===== config.mk =====
export PLATFORM = sky130hd
export DESIGN_NAME = sq_fixed
export DESIGN_NICKNAME = d
export VERILOG_FILES = /design/src/rtl/sqrt_pkg.sv /design/src/rtl/sq_fixed.sv
export SDC_FILE = /design/constraint.sdc
export NUM_CORES = 1
export LEC_CHECK = 0
export ABC_CLOCK_PERIOD_IN_PS = 5250
export CAP_MARGIN = 20
export CORE_MARGIN = 1
export CORE_UTILIZATION = 61
export DETAILED_ROUTE_END_ITERATION = 6
export PLACE_DENSITY = 0.82
export SYNTH_ARGS = -nofsm -noshare
export SYNTH_HDL_FRONTEND = slang
export SYNTH_SLANG_ARGS = --single-unit

===== constraint.sdc =====
create_clock -name clk -period 5.25 [get_ports clk]
set_clock_uncertainty 0.05 [all_clocks]
set_input_delay 0.525 -clock clk [delete_from_list [all_inputs] [get_ports clk]]
set_output_delay 0.525 -clock clk [all_outputs]
set_load 0.01 [all_outputs]

===== src/rtl/sqrt_pkg.sv =====
// Shared definitions for the sqrt / sq_fixed pair: default Q-format, handshake FSM states,
// and the counter width helper.
package sqrt_pkg;

    localparam int unsigned DEF_WIDTH = 16;
    localparam int unsigned DEF_FBITS = 8;

    typedef enum logic [1:0] {
        IDLE = 2'd0,
        MUL  = 2'd1,
        ADD  = 2'd2
    } state_t;

    function automatic int unsigned clog2(input int unsigned v);
        int unsigned r;
        r = 0;
        while ((64'd1 << r) < 64'(v)) r++;
        return r;
    endfunction

endpackage


===== src/rtl/sq_fixed.sv =====
// Sequential fixed-point squarer: rad = (root*root + rem) >> FBITS, one shift-add step per
// cycle, saturating on overflow and flagging discarded fractional bits.
module sq_fixed
    import sqrt_pkg::*;
#(
    parameter int unsigned WIDTH = DEF_WIDTH,
    parameter int unsigned FBITS = DEF_FBITS
) (
    input  logic             clk,
    input  logic             rst_n,
    input  logic             start,
    output logic             busy,
    output logic             valid,
    input  logic [WIDTH-1:0] root,
    input  logic [WIDTH-1:0] rem,
    output logic [WIDTH-1:0] rad,
    output logic             ovf,
    output logic             inexact
);

    localparam int unsigned ACC_W = 2 * WIDTH + 1;
    localparam int unsigned CNT_W = clog2(WIDTH + 1);
    localparam logic [CNT_W-1:0] LAST_CNT = CNT_W'(WIDTH - 1);
    localparam logic [ACC_W-1:0] FMASK = (ACC_W'(1) << FBITS) - ACC_W'(1);

    state_t             state_q, state_d;
    logic [WIDTH-1:0]   root_q, root_d;
    logic [WIDTH-1:0]   rem_q, rem_d;
    logic [ACC_W-1:0]   acc_q, acc_d;
    logic [CNT_W-1:0]   cnt_q, cnt_d;
    logic [WIDTH-1:0]   rad_q, rad_d;
    logic               ovf_q, ovf_d;
    logic               inexact_q, inexact_d;
    logic               valid_q, valid_d;
    logic [ACC_W-1:0]   p;

    always_ff @(posedge clk or negedge rst_n) begin
        if (!rst_n) begin
            state_q   <= IDLE;
            root_q    <= '0;
            rem_q     <= '0;
            acc_q     <= '0;
            cnt_q     <= '0;
            rad_q     <= '0;
            ovf_q     <= 1'b0;
            inexact_q <= 1'b0;
            valid_q   <= 1'b0;
        end else begin
            state_q   <= state_d;
            root_q    <= root_d;
            rem_q     <= rem_d;
            acc_q     <= acc_d;
            cnt_q     <= cnt_d;
            rad_q     <= rad_d;
            ovf_q     <= ovf_d;
            inexact_q <= inexact_d;
            valid_q   <= valid_d;
        end
    end

    always_comb begin
        state_d   = state_q;
        root_d    = root_q;
        rem_d     = rem_q;
        acc_d     = acc_q;
        cnt_d     = cnt_q;
        rad_d     = rad_q;
        ovf_d     = ovf_q;
        inexact_d = inexact_q;
        valid_d   = 1'b0;
        p         = acc_q + ACC_W'(rem_q);

        case (state_q)
            IDLE: begin
                if (start) begin
                    root_d  = root;
                    rem_d   = rem;
                    acc_d   = '0;
                    cnt_d   = '0;
                    state_d = MUL;
                end
            end
            MUL: begin
                if (root_q[cnt_q])
                    acc_d = acc_q + (ACC_W'(root_q) << cnt_q);
                cnt_d = cnt_q + 1'b1;
                if (cnt_q == LAST_CNT)
                    state_d = ADD;
            end
            ADD: begin
                // p >> FBITS: bits at and above WIDTH+FBITS are the overflow, the WIDTH bits below form rad
                ovf_d     = |p[ACC_W-1:WIDTH+FBITS];
                rad_d     = ovf_d ? '1 : p[WIDTH+FBITS-1:FBITS];
                inexact_d = |(p & FMASK);
                valid_d   = 1'b1;
                state_d   = IDLE;
            end
            default: state_d = IDLE;
        endcase
    end

    assign busy    = (state_q != IDLE);
    assign valid   = valid_q;
    assign rad     = rad_q;
    assign ovf     = ovf_q;
    assign inexact = inexact_q;

endmodule

Yosys cells after proc, flatten, opt, wreduce, memory -nomap -nowiden
Index checks and enable logic that the tools add are counted.

Register bits after elaboration: 91. Bits of input ports: 35.

Add/sub/neg operators: 3. Order comparisons: 1. Equality and inequality tests: 6. Shift-type cells: 1. Muxes and demuxes: 12. Reduce and logical (&&, ||, !) cells: 9.

Operators by type and width (count): 33-bit 2-to-1 mux (2); 33-bit case mux with 2 select lines (1); 33-bit by 16-bit adder with 33-bit output (1); 33-bit adder (1); 16-bit by 5-bit left shift with 33-bit output (1); 16-bit 2-to-1 mux (1); 5-bit case mux with 2 select lines (1); 9-bit OR reduction (1); 8-bit OR reduction (1); 2-bit != test, second input constant (3); 2-bit AND reduction (3); 5-bit by 1-bit adder with 5-bit output, second input constant (1); 5-bit by 4-bit == test with 1-bit output, second input constant (1); 5-bit < comparator, second input constant (1); 5-bit 2-to-1 mux (1); 1-bit binary-select mux with 4-bit select (1); 2-bit 2-to-1 mux (2); 2-bit case mux with 2 select lines (1); 2-bit nonzero test (2); 3-bit AND reduction (1); 2-bit by 1-bit == test with 1-bit output, second input constant (1); 2-bit == test, second input constant (1); 2-bit logical NOT (1); 1-bit 2-to-1 mux (2).

Logic depth before layout (Yosys ltp)
Gate-level depths: netlist of the first run.

Word-level depth: 4. Depth in mapped cells: 18.

Least setup slack after synthesis of the first run
Ideal clock, no wire load.

Kind: register to register. Start point: register cnt_q[0]. End point: register acc_q[26]. Library setup time: 0.095 ns. Arrival: 4.180 ns. Required time: 5.105 ns. Setup slack: 0.924 ns. Stages on the path, launching flop included: 18. Clock period less this slack: 4.326 ns. Cells stage by stage: dfrtp_1 buf_2 clkbuf_1 clkbuf_1 mux2i_1 mux2i_1 mux2i_1 and2_1 a211oi_1 ha_1 clkbuf_1 o21ai_0 a21oi_1 or4b_1 a211o_1 a21o_1 and3b_1 o31ai_1.

Longest elaborated chain between the ends: 4. Elaborated cells on any way between the ends: 8. Classes of those cells: 1 x add/sub; 1 x eq/ne; 1 x shift; 4 x mux; 1 x reduce/logical.

Ends and longest elaborated chain: from (decl) (RTL line sq_fixed.sv:30) `logic [CNT_W-1:0] cnt_q, cnt_d;`; from (signal assigned) (RTL line sq_fixed.sv:53) `cnt_q <= cnt_d;`; 16-bit by 5-bit left shift with 33-bit output / 1-bit binary-select mux with 4-bit select (equally long branches) (RTL line sq_fixed.sv:85, sq_fixed.sv:84); 33-bit adder / 1-bit 2-to-1 mux (equally long branches) (RTL line sq_fixed.sv:85, sq_fixed.sv:84); 33-bit 2-to-1 mux / 2-bit != test (equally long branches); 33-bit case mux with 2 select lines / 3-bit AND reduction (equally long branches); to (signal assigned) (RTL line sq_fixed.sv:42) `acc_q <= '0;`; to (signal assigned) (RTL line sq_fixed.sv:52) `acc_q <= acc_d;`; to (decl) (RTL line sq_fixed.sv:29) `logic [ACC_W-1:0] acc_q, acc_d;`.

Parallel ways exist; a longest one is shown, timed or not. The select of a mux whose other input is x is not followed. A chain may end at the register's enable or synchronous reset.

Worst setup path after layout of the first run
Start point: register cnt_q[0]. End point: register acc_q[29].

Same word-level chain as after synthesis.

==> results.sh, run 1 <==
export IMPL_grt_usage=0.330
export IMPL_gp_congestion=1.00
export IMPL_dr_pass1_iters=5
export IMPL_seq_area_frac_synth=0.292
export IMPL_fmax_mhz=213
export IMPL_n_antenna_cell=0
export IMPL_cts_hold_buf=0
export IMPL_syn_inst=985
export IMPL_start_kind="flop"
export IMPL_endpoint_kind="flop"
export IMPL_synthFlopType="dfrtp_1"
export IMPL_ys_top_cells_by_count="183 x nand2_1, 91 x dfrtp_1, 84 x nor2_1"
export IMPL_clock_latency_ns=0.35
export IMPL_maxSlewViolCount=0
export IMPL_drt_iter0_drc=556
export IMPL_chipHeight_microns=115
export IMPL_synthTopCellsByArea="dfrtp_1 29%, nand2_1 8.8%, ha_1 8.0%"
export IMPL_worstSetupPathType="reg -> reg"
export IMPL_required_ns=5.49
export IMPL_floorplan_core_area_sq_um=12300
export IMPL_async_flop_share=1.00
export IMPL_cts_setup_buffers=0
export IMPL_syn_area_sq_um=7810
export IMPL_synth_edf_count=0
export IMPL_avgSynthCellArea_sq_um=7.93
export IMPL_floorplan_initialDensity=0.637
export IMPL_wl_per_cell_microns=17.5
export IMPL_die_width_microns=115
export IMPL_synth_seq_cells=91
export IMPL_setup_viol=0
export IMPL_drive_above_1_share=0.0483
export IMPL_clockRootBuffer="clkbuf_16"
export IMPL_synth_most_common_cell="nand2_1"
export IMPL_vias=7404
export IMPL_worstHoldPathType="in -> async"
export IMPL_slew_headroom=0.320
export IMPL_clk_pin_slew_ns=0.06
export IMPL_cts_tree="done"
export IMPL_cp_arrival_ns=4.92
export IMPL_rsz0062_at_grt="false"
export IMPL_synth_area_leader_cell="dfrtp_1"
export IMPL_htree_levels=3
export IMPL_cts_buffers=9
export IMPL_leakagePower_uw=0.00383
export IMPL_dpl_hpwl_microns=15400
export IMPL_cap_violations=0
export IMPL_layout_nets=1097
export IMPL_dieArea_sq_um=13300
export IMPL_ios=55
export IMPL_yosys_area_top_type_share=0.292
export IMPL_p_per_area_nw_per_um2=724
export IMPL_grt_antenna_before_repair=0
export IMPL_peakVddDrop_v=0.000678
export IMPL_area_growth_syn_to_layout_pct=11.9
export IMPL_fin_crit_sh=0.893
export IMPL_ant_nets=0
export IMPL_grt_pass1_vias=6937
export IMPL_port_buffers=54
export IMPL_tns_ns=0
export IMPL_grt_overflow=0
export IMPL_path_max_fanout=19
export IMPL_totalWireLength_microns=20600
export IMPL_num_rows=40
export IMPL_grt_max_degree=63
export IMPL_hold_violations=0
export IMPL_fin_util=0.713
export IMPL_fin_crit_ns=4.69
export IMPL_grt_pass1_wl_microns=34300
export IMPL_worst_pin_slew_ns=1.02
export IMPL_clk_path_buf_depth=2
export IMPL_synth_cell_types=66
export IMPL_outcome="finished clean"
export IMPL_synth_net_count=1072
export IMPL_cts_sinks=91
export IMPL_vias_per_cell=6.26
export IMPL_ctsResizeCount=0
export IMPL_yosys_warnings=0
export IMPL_drc=0
[cell usage in the layout (no fill, tap or decap), types with 11 or more instances in the layout]
cell type | synthesis | routed
a21oi_1 | 49 | 48
nand3_1 | 34 | 34
buf_4 | 0 | 14
clkdlybuf4s50_1 | 0 | 53
o31ai_1 | 11 | 11
ha_1 | 50 | 50
inv_1 | 24 | 24
mux2i_1 | 30 | 30
nand4_1 | 14 | 14
xnor2_1 | 21 | 21
nor3b_1 | 11 | 11
nand2_1 | 183 | 183
xor2_1 | 14 | 14
a21o_1 | 21 | 21
and2_1 | 11 | 11
nor3_1 | 21 | 21
dfrtp_1 | 91 | 91
o21ai_0 | 69 | 69
nor2_1 | 84 | 84
a31oi_1 | 28 | 28
[power by group]
part           total [uW]  switching, uW  internal [uW]
Combinational        4310           2580           1730
Sequential           1350            388            964
Clock                 661            276            384
[registers in the layout, indices dropped and copies added, names as in the netlist]
signal   cells
rem_q       16
ovf          1
root_q      16
acc_q       33
inexact      1
valid        1
cnt_q        5
rad         16
state_q      2
[worst max-delay path: stages, from the launching register on]
cell and delay, ns:
dfrtp_1 0.84, mux2_2 0.41, o21ai_0 0.39, a21oi_1 0.20, nor2b_1 0.19, ha_1 0.40
o21a_1 0.15, o211ai_1 0.07, or3b_2 0.50, o21bai_1 0.22, a21o_1 0.32, a21oi_1 0.13
or4b_2 0.65, nand3_1 0.08
[kinds of logic (layout without fill, tap and decap cells)]
group	Yosys count	count (layout)	share of synthesized area
simple gates	422	422	0.251
compound gates	264	264	0.223
mux	43	43	0.0702
xor+xnor	35	35	0.0393
fa+ha+maj	52	52	0.0852
buf+inv	78	108	0.0396
flops	91	91	0.292
[final cells by class]
cell class / instances / area [sq um]
multi-input combinational: 816 / 5230
fill: 1016 / 3520
sequential: 91 / 2280
timing repair buffer: 67 / 636
clock buffer: 13 / 250
tap: 168 / 210
inverter: 25 / 93.8
clock inverter: 3 / 46.3
[layer usage]
layer  global-route usage  vias to the layer above  wire length, microns  part of all wire
met2                0.535                      265                  9570              0.46
met5                    0                        -                     0                 0
li1                     -                     3653                     -                 -
met4                0.147                        0                   607             0.029
met1                0.439                     3440                  9300              0.45
met3               0.0511                       46                  1160             0.056
[final timing paths]
path,start,endpoint,slack (ns),cells past startpoint
worst max-delay path,cnt_q[0],acc_q[29],0.56,13
worst min-delay path,rst_n,rem_q[4],0.03,1
worst max register to register,cnt_q[0],acc_q[29],0.56,13
worst min register to register,rem_q[15],rem_q[15],0.44,2
max in group asynchronous,rst_n,acc_q[32],4.01,2
min in group clk,rem_q[15],rem_q[15],0.44,2
[stage by stage]
step	hold slack [ns]	power [uW]	worst slack [ns]	cell area, sq um	instances
2_1_floorplan	0.179	4600	0.924	7810	985
5_1_grt	0.0578	6880	0.265	8740	1183
4_1_cts	0.0375	6270	0.618	8740	1183
3_3_place_gp	0.410	5500	0.712	8440	1167
3_5_place_dp	0.412	5590	0.627	8440	1167
6_report	0.0267	6320	0.563	8740	1183
Note: power is estimated with default switching activity, not from simulation.
==> run 2: changes to the inputs <==
GPL_TIMING_DRIVEN = 0   (was unset)
==> run 2 against run 1 <==
  * Count of clock-buffer cells in the layout shrank 2
  * Sequential cell count is the same
  * Hold slack gained 0.017 ns
  * Total power grew 3.2%
  * First-iteration DRC count grew 56%
  * Via count grew 5.9%
  * Largest cell class unchanged
  * Largest power group unchanged
  * Highest routed layer unchanged
==> results.sh, run 2 (synthesis results as in run 1) <==
export IMPL_cts_tree="done"
export IMPL_ctsResizeCount=0
export IMPL_grt_usage=0.353
export IMPL_p_per_area_nw_per_um2=735
export IMPL_cts_sinks=91
export IMPL_rsz0062_at_grt="false"
export IMPL_grt_overflow=0
export IMPL_endpoint_kind="flop"
export IMPL_clk_path_buf_depth=2
export IMPL_drc=0
export IMPL_port_buffers=54
export IMPL_maxSlewViolCount=0
export IMPL_setup_viol=0
export IMPL_met2_usage=0.571
export IMPL_path_max_fanout=19
export IMPL_n_antenna_cell=0
export IMPL_worstHoldPathType="in -> async"
export IMPL_crit_buf_inv=3
export IMPL_reg2reg_from="cnt_q[0]"
export IMPL_clk_pin_slew_ns=0.06
export IMPL_worst_pin_slew_ns=0.714
export IMPL_vias=7842
export IMPL_outcome="finished clean"
export IMPL_layout_nets=1137
export IMPL_floorplan_core_area_sq_um=12300
export IMPL_required_ns=5.44
export IMPL_peakVddDrop_v=0.000406
export IMPL_fin_crit_sh=0.921
export IMPL_wl_per_cell_microns=18.0
export IMPL_floorplan_initialDensity=0.637
export IMPL_crit_family="compound AO/OA/AOI/OAI gates"
export IMPL_layout_commonest_cell="nand2_1"
export IMPL_chipHeight_microns=115
export IMPL_leakagePower_uw=0.00386
export IMPL_busiest_layer="met2"
export IMPL_slew_headroom=0.510
export IMPL_dr_pass1_iters=7
export IMPL_clock_latency_ns=0.35
export IMPL_grt_max_degree=62
export IMPL_drive_above_1_share=0.0361
export IMPL_holdWs_ns=0.0441
export IMPL_clockRootBuffer="clkbuf_16"
export IMPL_layout_common_cells="183 x nand2_1, 91 x dfrtp_1, 84 x nor2_1"
export IMPL_die_width_microns=115
export IMPL_totalWireLength_microns=22000
export IMPL_cp_depth=15
export IMPL_grt_use_met1=0.455
export IMPL_r2r_slack_ns=0.42
export IMPL_regMostFlops="acc_q"
export IMPL_cts_buffers=9
export IMPL_crit_chain="buf_2 > clkbuf_1 > mux2i_1 > mux2i_1 > mux2i_1 > and2_1 > a211oi_1 > ha_1 > clkbuf_1 > a22o_1 > o41ai_1 > nand3b_1 > a31oi_1 > o21ai_0 > a211o_1"
export IMPL_r2r_cells=15
export IMPL_worstSetupPathType="reg -> reg"
export IMPL_cts_setup_buffers=0
export IMPL_grt_pass1_wl_microns=36100
export IMPL_cp_arrival_ns=5.02
export IMPL_cp_common_cell="mux2i_1"
export IMPL_drt_iter0_drc=869
export IMPL_tns_ns=0
export IMPL_fmax_mhz=207
export IMPL_grt_pass1_vias=7282
export IMPL_dieArea_sq_um=13300
export IMPL_slowest_stage="o41ai_1"
export IMPL_fin_crit_ns=4.83
export IMPL_cts_hold_buf=0
export IMPL_gp_congestion=1.03
export IMPL_worstReg2RegEnd="acc_q[22]"
export IMPL_largest_reg_flops=33
export IMPL_ant_nets=0
export IMPL_cap_violations=0
export IMPL_vias_per_cell=6.42
export IMPL_ios=55
export IMPL_dpl_hpwl_microns=16800
export IMPL_grt_antenna_before_repair=0
export IMPL_htree_levels=3
export IMPL_grtUsageMet3=0.0559
export IMPL_hold_violations=0
export IMPL_area_growth_syn_to_layout_pct=13.7
export IMPL_max_stage_delay_ns=0.64
export IMPL_num_rows=40
export IMPL_start_kind="flop"
==> run 2: report_power, final <==
group | leakage [uW] | switching (uW) | internal (uW) | total, uW
logic | 0.00263 | 2850 | 1720 | 4570
registers | 0.00108 | 301 | 966 | 1270
clock network | 0.000145 | 270 | 411 | 682
==> run 2: how the worst max path moves through the flow <==
stage,startpoint,end,slack [ns]
after floorplan,cnt_q[0],acc_q[26],0.92
after global placement,cnt_q[0],acc_q[26],0.25
after detailed placement,cnt_q[0],acc_q[26],0.20
after CTS,cnt_q[0],acc_q[26],0.16
after global routing,cnt_q[0],acc_q[22],0.08
final,cnt_q[0],acc_q[22],0.42
==> run 2: final cells by class <==
class | instances | area, sq um
Buffer | 52 | 211
Clock buffer | 11 | 233
Clock inverter | 3 | 65.1
Fill cell | 1008 | 3380
Inverter | 25 | 93.8
Multi-Input combinational cell | 816 | 5220
Sequential cell | 91 | 2280
Tap cell | 168 | 210
Timing Repair Buffer | 55 | 566
==> run 2: per-stage QoR <==
| stage | worst slack, ns | util | cells | total power, uW | area [sq um] |
|---|---|---|---|---|---|
| floorplan | 0.924 | - | 985 | 4600 | 7810 |
| finish | 0.416 | 0.724 | 1221 | 6520 | 8880 |
| detailed placement | 0.202 | 0.700 | 1208 | 5710 | 8580 |
| CTS | 0.164 | 0.724 | 1222 | 6420 | 8880 |
| global route | 0.0840 | 0.724 | 1221 | 7050 | 8880 |
| global placement | 0.249 | 0.698 | 1207 | 5600 | 8560 |
==> run 2: routing by layer <==
layer	vias up	share of wire
li1	3737	-
met1	3602	0.42
met3	89	0.082
met5	-	0
met4	0	0.043
met2	414	0.46
==> run 3: changes to the inputs <==
REMOVE_ABC_BUFFERS = 1   (was unset)
==> run 3 against run 2 <==
  * Critical path depth shrank 2
  * Total power shrank 2.5%
  * Die area is the same
  * Highest routed layer unchanged
  * Register-to-register slack worse by 0.05 ns
  * Utilization down 0.76 points
  * Hold slack improved by 0.033 ns
  * First-iteration DRC count shrank 35%
  * Non-clock buffer count fell by 48
  * The run now ends with design-rule violations left
==> results.sh, run 3 (synthesis results as in run 1) <==
export IMPL_grt_pass1_wl_microns=32800
export IMPL_fin_area_sq_um=8790
export IMPL_clockRootBuffer="clkbuf_16"
export IMPL_cts_setup_buffers=0
export IMPL_path_max_fanout=16
export IMPL_cts_hold_buf=0
export IMPL_required_ns=5.49
export IMPL_dpl_hpwl_microns=14800
export IMPL_fmax_mhz=205
export IMPL_endpoint_kind="flop"
export IMPL_clk_pin_slew_ns=0.06
export IMPL_htree_levels=3
export IMPL_cts_sinks=91
export IMPL_rsz0062_at_grt="false"
export IMPL_grt_antenna_before_repair=0
export IMPL_setup_viol=0
export IMPL_violations="design-rule violations"
export IMPL_area_growth_syn_to_layout_pct=12.5
export IMPL_cp_arrival_ns=5.13
export IMPL_nFillCells=997
export IMPL_drc=1
export IMPL_leakagePower_uw=0.00384
export IMPL_multi_input_area_sq_um=5240
export IMPL_n_antenna_cell=0
export IMPL_grt_overflow=0
export IMPL_grt_max_degree=56
export IMPL_chipHeight_microns=115
export IMPL_wl_per_cell_microns=17.0
export IMPL_clock_latency_ns=0.36
export IMPL_p_per_area_nw_per_um2=724
export IMPL_dieArea_sq_um=13300
export IMPL_grt_usage=0.317
export IMPL_worst_pin_slew_ns=0.962
export IMPL_outcome="complete, but fails checks"
export IMPL_maxSlewViolCount=0
export IMPL_grt_pass1_vias=6694
export IMPL_floorplan_core_area_sq_um=12300
export IMPL_ctsResizeCount=0
export IMPL_drt_iter0_drc=563
export IMPL_p_total_uw=6360
export IMPL_cts_buffers=9
export IMPL_cap_violations=0
export IMPL_die_width_microns=115
export IMPL_finalWorstSetupSlack_ns=0.365
export IMPL_clk_path_buf_depth=2
export IMPL_largest_reg_flops=33
export IMPL_worstHoldPathType="in -> async"
export IMPL_worstSetupPathType="reg -> reg"
export IMPL_layout_nets=1089
export IMPL_gp_congestion=0.966
export IMPL_fin_crit_sh=0.930
export IMPL_drive_above_1_share=0.0467
export IMPL_totalWireLength_microns=20000
export IMPL_place_area_sq_um=8450
export IMPL_ant_nets=0
export IMPL_post_place_ws_ns=0.487
export IMPL_dr_pass1_iters=7
export IMPL_fin_util=0.717
export IMPL_ios=55
export IMPL_floorplan_initialDensity=0.637
export IMPL_slew_headroom=0.358
export IMPL_regMostFlops="acc_q"
export IMPL_num_rows=40
export IMPL_hold_violations=0
export IMPL_vias_per_cell=6.24
export IMPL_port_buffers=54
export IMPL_cts_tree="done"
export IMPL_start_kind="flop"
export IMPL_regArea_sq_um=2280
export IMPL_layout_commonest_cell="nand2_1"
export IMPL_tns_ns=0
export IMPL_fin_crit_ns=4.88
export IMPL_vias=7331
export IMPL_layout_common_cells="181 x nand2_1, 91 x dfrtp_1, 84 x nor2_1"
export IMPL_peakVddDrop_v=0.000443
-- run 3: per-stage QoR --
step,hold slack (ns),cells
2_1_floorplan,0.179,932
3_3_place_gp,0.414,1154
3_5_place_dp,0.422,1159
4_1_cts,0.0880,1175
5_1_grt,0.107,1175
6_report,0.0771,1175
-- run 3: final cells by class --
type,count,area share
Timing Repair Buffer,59,0.0718
Tap cell,168,0.0239
Inverter,25,0.0107
Clock buffer,13,0.0308
Multi-Input combinational cell,816,0.596
Clock inverter,3,0.00783
Sequential cell,91,0.259
-- run 3: per-layer routing --
metal,up-vias,track usage,share of wire
li1,3632,-,-
met1,3421,0.410,0.46
met2,233,0.518,0.46
met3,45,0.0517,0.053
met4,0,0.155,0.036
met5,-,0,0
-- run 3: path summary, 6_finish.rpt --
path	from	to	slack [ns]	cells past startpoint
min in group clk	rem_q[11]	rem_q[11]	0.44	2
max reg2reg	cnt_q[0]	acc_q[29]	0.37	13
max	cnt_q[0]	acc_q[29]	0.37	13
min	rst_n	rem_q[4]	0.08	1
max in group asynchronous	rst_n	root_q[15]	4.44	2
min reg2reg	rem_q[11]	rem_q[11]	0.44	2
-- run 3: critical path: stages, from the launching register on --
cell and delay [ns]:
dfrtp_1 0.77, mux2_2 0.41, o21ai_0 0.53, a21oi_1 0.29, nor2b_1 0.22, ha_1 0.41
o21a_1 0.15, o211ai_1 0.07, or3b_2 0.48, o21bai_1 0.23, a21o_1 0.33, a21oi_1 0.14
or4b_2 0.64, nand3_1 0.09
-- run 3: power by group --
group	switching [uW]	internal, uW	leakage [uW]	total (uW)
clock	280	457	0.000166	737
combinational	2520	1720	0.00259	4240
sequential	415	964	0.00108	1380
total	3220	3140	0.00384	6360
